File: src/rtl/control_unit_mc_if.sv
// Bus bundle between the multi-cycle control unit and its memory/datapath.
// The master modport is the control unit's view of the bus.
interface control_unit_mc_if #(
  parameter int IW    = 16,
  parameter int OPW   = 5,
  parameter int RW    = 4,
  parameter int OFFW  = 10,
  parameter int CNT_W = 16
);
  logic [IW-1:0]    instruction;
  logic             inst_ack;
  logic             zero_flag;
  logic             run;
  logic             inst_req;
  logic             en_pc_2;
  logic             branch_en;
  logic             pc_inc;
  logic [OFFW-1:0]  pc_offset;
  logic [OPW-1:0]   op_code;
  logic [RW-1:0]    src_reg;
  logic [RW-1:0]    dst_reg;
  logic [RW-1:0]    wr_reg;
  logic             wr_en;
  logic [6:0]       fsm_state;
  logic             halted;
  logic             fetch_err;
  logic [CNT_W-1:0] instr_count;

  modport master (
    input  instruction, inst_ack, zero_flag, run,
    output inst_req, en_pc_2, branch_en, pc_inc, pc_offset, op_code, src_reg,
           dst_reg, wr_reg, wr_en, fsm_state, halted, fetch_err, instr_count
  );

  modport slave (
    output instruction, inst_ack, zero_flag, run,
    input  inst_req, en_pc_2, branch_en, pc_inc, pc_offset, op_code, src_reg,
           dst_reg, wr_reg, wr_en, fsm_state, halted, fetch_err, instr_count
  );
endinterface

File: src/rtl/control_unit_mc.sv
// Parametrised multi-cycle control unit: fetch/decode/read/exec/write-back
// sequencer with branch, NOP, HALT/resume, fetch timeout and retire counter.
module control_unit_mc #(
  parameter int             IW      = 16,
  parameter int             OPW     = 5,
  parameter int             RW      = 4,
  parameter int             OFFW    = 10,
  parameter logic [OPW-1:0] OP_NOP  = '0,
  parameter logic [OPW-1:0] OP_JMP  = 5'h10,
  parameter logic [OPW-1:0] OP_BZ   = 5'h11,
  parameter logic [OPW-1:0] OP_CMP  = 5'h0E,
  parameter logic [OPW-1:0] OP_HALT = 5'h1F,
  parameter int             TMO_W   = 4,
  parameter int             CNT_W   = 16
) (
  input logic                clk,
  input logic                rst,
  control_unit_mc_if.master  bus
);

  typedef enum logic [6:0] {
    S_FETCH  = 7'b0000001,
    S_INC    = 7'b0000010,
    S_DECODE = 7'b0000100,
    S_READ   = 7'b0001000,
    S_EXEC   = 7'b0010000,
    S_WB     = 7'b0100000,
    S_HALT   = 7'b1000000
  } state_t;

  localparam logic [TMO_W-1:0] TMO_LAST = TMO_W'((2**TMO_W) - 2);

  state_t           state, state_nxt;
  logic [IW-1:0]    ir;
  logic [TMO_W-1:0] tmo;
  logic             err_q;
  logic [CNT_W-1:0] cnt;
  logic             zf_q;

  logic             ld_ir, tmo_inc, tmo_clr, set_err, clr_err, retire;
  logic [OPW-1:0]   op;
  logic             take_branch;

  assign op          = ir[IW-1 -: OPW];
  assign take_branch = (op == OP_JMP) || ((op == OP_BZ) && zf_q);

  always_comb begin
    state_nxt = state;
    ld_ir     = 1'b0;
    tmo_inc   = 1'b0;
    tmo_clr   = 1'b0;
    set_err   = 1'b0;
    clr_err   = 1'b0;
    retire    = 1'b0;
    case (state)
      S_FETCH: begin
        if (bus.inst_ack) begin
          ld_ir     = 1'b1;
          tmo_clr   = 1'b1;
          state_nxt = S_INC;
        end else if (tmo == TMO_LAST) begin
          // this wait cycle is the (2**TMO_W-1)-th without an ack
          set_err   = 1'b1;
          tmo_clr   = 1'b1;
          state_nxt = S_HALT;
        end else begin
          tmo_inc   = 1'b1;
        end
      end
      S_INC:    state_nxt = S_DECODE;
      S_DECODE: begin
        if (op == OP_HALT) begin
          retire    = 1'b1;
          state_nxt = S_HALT;
        end else if (op == OP_NOP) begin
          retire    = 1'b1;
          state_nxt = S_FETCH;
        end else begin
          state_nxt = S_READ;
        end
      end
      S_READ:   state_nxt = S_EXEC;
      S_EXEC: begin
        if ((op == OP_JMP) || (op == OP_BZ)) begin
          retire    = 1'b1;
          state_nxt = S_FETCH;
        end else begin
          state_nxt = S_WB;
        end
      end
      S_WB: begin
        retire    = 1'b1;
        state_nxt = S_FETCH;
      end
      S_HALT: begin
        if (bus.run) begin
          clr_err   = 1'b1;
          state_nxt = S_FETCH;
        end
      end
      default:  state_nxt = S_FETCH;
    endcase
  end

  always_ff @(posedge clk) begin
    if (!rst) begin
      state <= S_FETCH;
      ir    <= '0;
      tmo   <= '0;
      err_q <= 1'b0;
      cnt   <= '0;
      zf_q  <= 1'b0;
    end else begin
      state <= state_nxt;
      if (ld_ir)        ir    <= bus.instruction;
      if (tmo_clr)      tmo   <= '0;
      else if (tmo_inc) tmo   <= tmo + 1'b1;
      if (set_err)      err_q <= 1'b1;
      else if (clr_err) err_q <= 1'b0;
      if (retire)       cnt   <= cnt + 1'b1;
      // zero flag is captured entering EXEC so EXEC strobes stay register-driven
      if (state == S_READ) zf_q <= bus.zero_flag;
    end
  end

  assign bus.inst_req    = (state == S_FETCH);
  assign bus.en_pc_2     = (state == S_INC);
  assign bus.branch_en   = (state == S_EXEC) && take_branch;
  assign bus.pc_inc      = (state == S_INC) || ((state == S_EXEC) && take_branch);
  assign bus.pc_offset   = ir[OFFW-1:0];
  assign bus.op_code     = op;
  assign bus.dst_reg     = ir[IW-OPW-1 -: RW];
  assign bus.src_reg     = ir[IW-OPW-RW-1 -: RW];
  assign bus.wr_reg      = ir[IW-OPW-1 -: RW];
  assign bus.wr_en       = (state == S_WB) && (op != OP_CMP);
  assign bus.fsm_state   = state;
  assign bus.halted      = (state == S_HALT);
  assign bus.fetch_err   = err_q;
  assign bus.instr_count = cnt;

endmodule

File: src/flat_wrapper.sv
// flat-port wrapper written by rule: the top's interface ports become plain ports
module control_unit_mc_flat 
#(
  parameter int             IW      = 16,
  parameter int             OPW     = 5,
  parameter int             RW      = 4,
  parameter int             OFFW    = 10,
  parameter logic [OPW-1:0] OP_NOP  = '0,
  parameter logic [OPW-1:0] OP_JMP  = 5'h10,
  parameter logic [OPW-1:0] OP_BZ   = 5'h11,
  parameter logic [OPW-1:0] OP_CMP  = 5'h0E,
  parameter logic [OPW-1:0] OP_HALT = 5'h1F,
  parameter int             TMO_W   = 4,
  parameter int             CNT_W   = 16
)
  (clk, rst, bus_instruction, bus_inst_ack, bus_zero_flag, bus_run, bus_inst_req, bus_en_pc_2, bus_branch_en, bus_pc_inc, bus_pc_offset, bus_op_code, bus_src_reg, bus_dst_reg, bus_wr_reg, bus_wr_en, bus_fsm_state, bus_halted, bus_fetch_err, bus_instr_count);
  control_unit_mc_if #(.IW(IW), .OPW(OPW), .RW(RW), .OFFW(OFFW), .CNT_W(CNT_W)) bus_i ();
  input logic clk;
  input logic rst;
  input wire logic [$bits(bus_i.instruction)-1:0] bus_instruction;
  input wire logic [$bits(bus_i.inst_ack)-1:0] bus_inst_ack;
  input wire logic [$bits(bus_i.zero_flag)-1:0] bus_zero_flag;
  input wire logic [$bits(bus_i.run)-1:0] bus_run;
  output wire logic [$bits(bus_i.inst_req)-1:0] bus_inst_req;
  output wire logic [$bits(bus_i.en_pc_2)-1:0] bus_en_pc_2;
  output wire logic [$bits(bus_i.branch_en)-1:0] bus_branch_en;
  output wire logic [$bits(bus_i.pc_inc)-1:0] bus_pc_inc;
  output wire logic [$bits(bus_i.pc_offset)-1:0] bus_pc_offset;
  output wire logic [$bits(bus_i.op_code)-1:0] bus_op_code;
  output wire logic [$bits(bus_i.src_reg)-1:0] bus_src_reg;
  output wire logic [$bits(bus_i.dst_reg)-1:0] bus_dst_reg;
  output wire logic [$bits(bus_i.wr_reg)-1:0] bus_wr_reg;
  output wire logic [$bits(bus_i.wr_en)-1:0] bus_wr_en;
  output wire logic [$bits(bus_i.fsm_state)-1:0] bus_fsm_state;
  output wire logic [$bits(bus_i.halted)-1:0] bus_halted;
  output wire logic [$bits(bus_i.fetch_err)-1:0] bus_fetch_err;
  output wire logic [$bits(bus_i.instr_count)-1:0] bus_instr_count;
  assign bus_i.instruction = bus_instruction;
  assign bus_i.inst_ack = bus_inst_ack;
  assign bus_i.zero_flag = bus_zero_flag;
  assign bus_i.run = bus_run;
  assign bus_inst_req = bus_i.inst_req;
  assign bus_en_pc_2 = bus_i.en_pc_2;
  assign bus_branch_en = bus_i.branch_en;
  assign bus_pc_inc = bus_i.pc_inc;
  assign bus_pc_offset = bus_i.pc_offset;
  assign bus_op_code = bus_i.op_code;
  assign bus_src_reg = bus_i.src_reg;
  assign bus_dst_reg = bus_i.dst_reg;
  assign bus_wr_reg = bus_i.wr_reg;
  assign bus_wr_en = bus_i.wr_en;
  assign bus_fsm_state = bus_i.fsm_state;
  assign bus_halted = bus_i.halted;
  assign bus_fetch_err = bus_i.fetch_err;
  assign bus_instr_count = bus_i.instr_count;
  control_unit_mc #(.IW(IW), .OPW(OPW), .RW(RW), .OFFW(OFFW), .OP_NOP(OP_NOP), .OP_JMP(OP_JMP), .OP_BZ(OP_BZ), .OP_CMP(OP_CMP), .OP_HALT(OP_HALT), .TMO_W(TMO_W), .CNT_W(CNT_W)) u_core (.clk(clk), .rst(rst), .bus(bus_i));
endmodule
File: config.mk
export PLATFORM = sky130hd
export DESIGN_NAME = control_unit_mc_flat
export DESIGN_NICKNAME = d
export VERILOG_FILES = /design/src/rtl/control_unit_mc_if.sv /design/src/rtl/control_unit_mc.sv /design/src/flat_wrapper.sv
export SDC_FILE = /design/constraint.sdc
export NUM_CORES = 1
export LEC_CHECK = 0
export ABC_AREA = 1
export CAP_MARGIN = 20
export CELL_PAD_IN_SITES_DETAIL_PLACEMENT = 1
export CELL_PAD_IN_SITES_GLOBAL_PLACEMENT = 1
export CORE_ASPECT_RATIO = 1.1
export CORE_MARGIN = 5
export CORE_UTILIZATION = 44
export CTS_CLUSTER_SIZE = 30
export DETAILED_ROUTE_END_ITERATION = 8
export DONT_BUFFER_PORTS = 1
export PLACE_DENSITY_LB_ADDON = 0.1
export SLEW_MARGIN = 25
export SYNTH_ARGS = -nofsm -noshare
export SYNTH_HDL_FRONTEND = slang
export SYNTH_SLANG_ARGS = --single-unit
File: constraint.sdc
create_clock -name clk -period 1.5 [get_ports clk]
set_input_delay 0.3 -clock clk [delete_from_list [all_inputs] [get_ports clk]]
set_output_delay 0.3 -clock clk [all_outputs]
set_load 0.1 [all_outputs]
==> results.py, run 1 <==
metrics = {
    "cts": {
        "cts_buffer_depth": 2,
        "root_buffer": "clkbuf_8",
        "cts_inserted_buffers": 5,
        "cts-htree-levels": 2,
        "clkSinkCount": 45,
    },
    "floorplan": {
        "die_w_um": 81.0,
        "dieHeight_um": 88.1,
        "num_rows": 28,
        "initial_utilization": 0.452,
        "top_level_ports": 78,
    },
    "outcome": {
        "firstError": "[ERROR DPL-0033] detailed placement checks failed during check placement.",
        "failed_stage": "global routing (5_1_grt)",
        "status": "stopped before the end",
    },
    "sta": {
        "worst_endpoint": "bus_pc_inc",
        "worst_path_end_type": "output port",
    },
    "placed_design": {
        "dp_hpwl_mm": 6.28,
        "gp_congestion": 0.934,
        "pre_cts_slack_ns": -0.0559,
        "numPlacedInstances": 453,
        "io_buffers": 0,
    },
    "logic_synthesis": {
        "synth_area_mm2": 0.00244,
        "syn_nets": 363,
        "synth.distinct_cells": 32,
        "synth_largest_area_cell": "dfxtp_1",
        "synth.area.top_cells": "dfxtp_1, nand2_1, a21oi_1",
        "synth_top_area_share": 0.369,
        "avgSynthCellArea_um2": 7.20,
        "synth_cells": 339,
        "synth_warnings": 0,
        "synth_seq_cells": 45,
        "seq_area_frac_synth": 0.369,
    },
    "grt": {
        "antenna_found_initial": 2,
        "grt_max_degree": 28,
    },
}
[cell usage after synthesis]
| cell type | n |
|---|---|
| nand2_1 | 66 |
| dfxtp_1 | 45 |
| inv_1 | 34 |
| a21oi_1 | 32 |
| nand3_1 | 32 |
| nor2_1 | 27 |
| nand4_1 | 20 |
| buf_4 | 12 |
| o21ai_0 | 9 |
| nor3_1 | 8 |
| xor2_1 | 8 |
| clkbuf_1 | 6 |
| nor2_4 | 5 |
| buf_2 | 4 |
| a21oi_2 | 3 |
| ha_1 | 3 |
| nand2_2 | 3 |
| nand2_4 | 3 |
| buf_6 | 2 |
| inv_2 | 2 |
| nand3b_1 | 2 |
| nor4_1 | 2 |
| xnor2_1 | 2 |
| a211oi_1 | 1 |
| a31oi_1 | 1 |
| and3_1 | 1 |
| nand3_4 | 1 |
| nand4_4 | 1 |
| nor2_2 | 1 |
| o21ai_1 | 1 |
| o22ai_1 | 1 |
| or2_0 | 1 |
[metrics by stage]
stage / instance area, µm² / setup TNS, ns / utilization
2_1_floorplan: 2670 / -3.60 / -
3_3_place_gp: 3250 / 0 / 0.603
3_5_place_dp: 3250 / -0.316 / 0.603
4_1_cts: 3860 / -2.88 / 0.716
[cell families after synthesis]
group,synth area share
adders and majority gates,0.0154
DFF,0.369
xor gates and xnor gates,0.0359
AOI/OAI and AO/OA,0.105
and+or+nand+nor,0.356
buffers and inverters,0.119
[repair_timing]
item,4_1_cts
setup endpoints to repair,32
cloned,4
setup buffers,16
hold buffers,0
pin swaps,33
resized for setup,90
endpoints found under the hold margin,0
==> run 2: changes to the inputs <==
Settings changed: CELL_PAD_IN_SITES_DETAIL_PLACEMENT 1 to not set, CELL_PAD_IN_SITES_GLOBAL_PLACEMENT 1 to not set, CORE_ASPECT_RATIO 1.1 to not set, CORE_UTILIZATION 44 to 40, CTS_CLUSTER_SIZE 30 to not set, PLACE_DENSITY_LB_ADDON 0.1 to 0.15.
==> results.py, run 2 <==
metrics = {
    "sta": {
        "fin_tns_setup_ns": -4.40,
        "drv_slew": 0,
        "rsz0062_at_grt": "yes",
        "min_period_ns": 1.77,
        "setup_violations": 40,
        "finalCritPeriodShare": 1.18,
        "hold_viol": 0,
        "fmax_mhz": 564,
        "hold_ws_ns": 0.0987,
        "max_slew_margin": 0.724,
        "worst_slack_ns": -0.273,
        "worst_pin_slew_ns": 0.413,
        "fin_skew_ns": 0.00619,
    },
    "route": {
        "dr_total_vias": 2521,
        "dr.pass1.iters": 4,
        "drt_iter0_markers": 95,
        "wl_per_cell_um": 14.6,
        "drt_wl_total_mm": 7.09,
        "vias_per_cell": 5.20,
        "ant_nets": 0,
        "route.detailed.drc": 0,
    },
    "power_and_ir_drop": {
        "p_int_mw": 2.32,
        "power.share.switching": 0.427,
        "leakagePower_nw": 1.54,
        "power_frac_clock": 0.225,
        "design_power_total_mw": 4.05,
        "switchingPower_mw": 1.73,
        "peakVddDrop_mv": 0.873,
        "comb_power_share": 0.446,
        "power_density_mw_per_mm2": 1080,
        "p_seq_frac": 0.329,
    },
    "setup_path": {
        "r2r_cells": 10,
        "crit_arrival_ns": 1.47,
        "required_ns": 1.20,
        "r2r_start": "u_core.bus.fsm_state[0]$_SDFFE_PN1P_",
        "worstSetupPathType": "reg -> out",
        "worstSetupEndpointType": "primary output",
        "r2r_slack_ns": -0.25,
        "cp-start-kind": "flip-flop",
        "cp_max_fo": 4,
        "r2r-end": "u_core.bus.fsm_state[5]$_SDFFE_PN0P_",
    },
    "hold_path": {
        "hold_path_end": "u_core.ir[15]$_SDFFE_PN0P_",
        "hold_class": "in -> reg",
        "hold_start": "rst",
        "hold-path-cell-count": 2,
    },
    "cts": {
        "insertion_delay_ns": 0.31,
        "cts.clk_slew.worst_paths_ns": 0.08,
        "cts_buffer_depth": 2,
        "tritoncts": "done",
        "root_buffer": "clkbuf_8",
        "postCtsHoldBufs": 0,
        "cts-htree-levels": 2,
        "clkSinkCount": 45,
        "cts_inserted_buffers": 5,
    },
    "grt": {
        "grt_pass1_wl_mm": 11.4,
        "grt_pass1_vias": 2484,
        "grt_overflow": 0,
        "met3_usage": 0.0508,
        "grt_use_met1": 0.224,
        "grt_use_met2": 0.322,
        "antenna_found_initial": 0,
        "grt_max_degree": 26,
        "grt_util_all_layers": 0.186,
        "grt_busiest_layer": "met2",
    },
    "placed_design": {
        "numPlacedInstances": 455,
        "io_buffers": 0,
        "placed_area_mm2": 0.00329,
        "gp_congestion": 0.794,
        "pre_cts_slack_ns": 0.0260,
        "dp_hpwl_mm": 4.89,
    },
    "floorplan": {
        "die_w_um": 88.1,
        "core-area_mm2": 0.00592,
        "top_level_ports": 78,
        "die_area_mm2": 0.00777,
        "initial_utilization": 0.412,
        "dieHeight_um": 88.1,
        "num_rows": 28,
    },
    "logic_synthesis": {
        "synth.area.top_cells": "dfxtp_1, nand2_1, a21oi_1",
        "synth_seq_cells": 45,
        "synth-main-ff-cell": "dfxtp_1",
        "synth_common_cells": "nand2_1, dfxtp_1, inv_1, a21oi_1, nand3_1",
        "avgSynthCellArea_um2": 7.20,
        "synth_warnings": 0,
        "synth_area_mm2": 0.00244,
        "synth.distinct_cells": 32,
        "seq_area_frac_synth": 0.369,
        "syn_nets": 363,
        "synth_top_area_share": 0.369,
        "synthMostInstantiatedCell": "nand2_1",
        "synth_edf_count": 0,
        "synth_largest_area_cell": "dfxtp_1",
        "synth_cells": 339,
        "async_flop_share": 0,
    },
    "cells_and_area": {
        "drive_gt1_frac": 0.461,
        "final_cell_count_no_fill": 485,
        "syn_to_final_growth_pct": 53.2,
        "num-fill-cells": 520,
        "n_antenna_cell": 0,
        "multi_input_area_mm2": 0.00149,
        "final_core_util": 0.631,
        "layout_commonest_cell": "buf_4",
        "seq_area_um2": 1000,
        "final_nets": 433,
        "final_cell_mix": "buf_4, nand2_1, inv_1, nand3_1, a21oi_1",
        "final_area_mm2": 0.00374,
    },
    "outcome": {
        "violations": "negative setup slack",
        "status": "complete, but fails checks",
    },
    "flow_run": {
        "cap_viol_max_count": 0,
    },
}
[run 2: cell counts after synthesis]
No cell type changed its count.
[run 2: worst max-delay path by stage]
| stage | from | endpoint | slack [ns] | cells past startpoint |
|---|---|---|---|---|
| floorplan | u_core.bus.fsm_state[1]$_SDFFE_PN0P_ | u_core.bus.fetch_err$_SDFFE_PN0P_ | -0.74 | 6 |
| global placement | u_core.bus.fsm_state[2]$_SDFFE_PN0P_ | bus_wr_en | 0.04 | 6 |
| detailed placement | u_core.bus.fsm_state[2]$_SDFFE_PN0P_ | u_core.bus.instr_count[1]$_SDFFE_PN0P_ | 0.03 | 9 |
| CTS | u_core.bus.fsm_state[1]$_SDFFE_PN0P_ | bus_wr_en | -0.29 | 6 |
| global route | u_core.bus.fsm_state[0]$_SDFFE_PN1P_ | bus_wr_en | -0.32 | 6 |
| finish | u_core.bus.fsm_state[0]$_SDFFE_PN1P_ | bus_halted | -0.27 | 5 |
[run 2: routing by layer]
metal  up-vias  routed length (µm)  part of all wire
met5         -                   0                 0
li1       1257                   -                 -
met1      1181                2960              0.42
met2        74                3570              0.50
met3         9                 478             0.067
met4         0                  80             0.011
[run 2: worst max-delay path: stages (launching register included)]
cell,delay [ns]
dfxtp_4,0.36
nor2_4,0.14
nand2_4,0.10
buf_4,0.15
nor4_4,0.20
buf_12,0.22
[run 2: layout make-up]
| class | instances | area share |
|---|---|---|
| clock inverters | 1 | 0.00167 |
| clock buffers | 7 | 0.0288 |
| repair buffers | 85 | 0.240 |
| inverters | 36 | 0.0375 |
| well taps | 75 | 0.0251 |
| multi-input cells | 236 | 0.400 |
| flip-flops and latches | 45 | 0.267 |
[run 2: logic make-up (layout without fill, tap and decap cells)]
logic type | after synthesis | count (layout) | share of synthesized area
buffers and inverters | 60 | 129 | 0.119
flip-flops | 45 | 45 | 0.369
XOR/XNOR | 10 | 10 | 0.0359
AO/OA/AOI/OAI | 48 | 48 | 0.105
AND/OR/NAND/NOR | 173 | 175 | 0.356
adder cells (fa/ha/maj) | 3 | 3 | 0.0154
[run 2: power groups by stage]
stage	clock (mW)	combinational [mW]	sequential, mW
final	0.913	1.81	1.33
after CTS	0.947	1.72	1.34
after global routing	1.01	1.90	1.34
after global placement	0	1.51	1.36
after floorplan	0	0.773	1.79
after detailed placement	0	1.51	1.36
[run 2: what timing repair did]
item / in CTS / in global routing
buffers inserted: 16 / 3
cloned: 1 / 2
pin swaps: 15 / 7
setup endpoints to repair: 7 / 48
gates resized for setup: 18 / 25
Note: power is estimated with default switching activity, not from simulation.
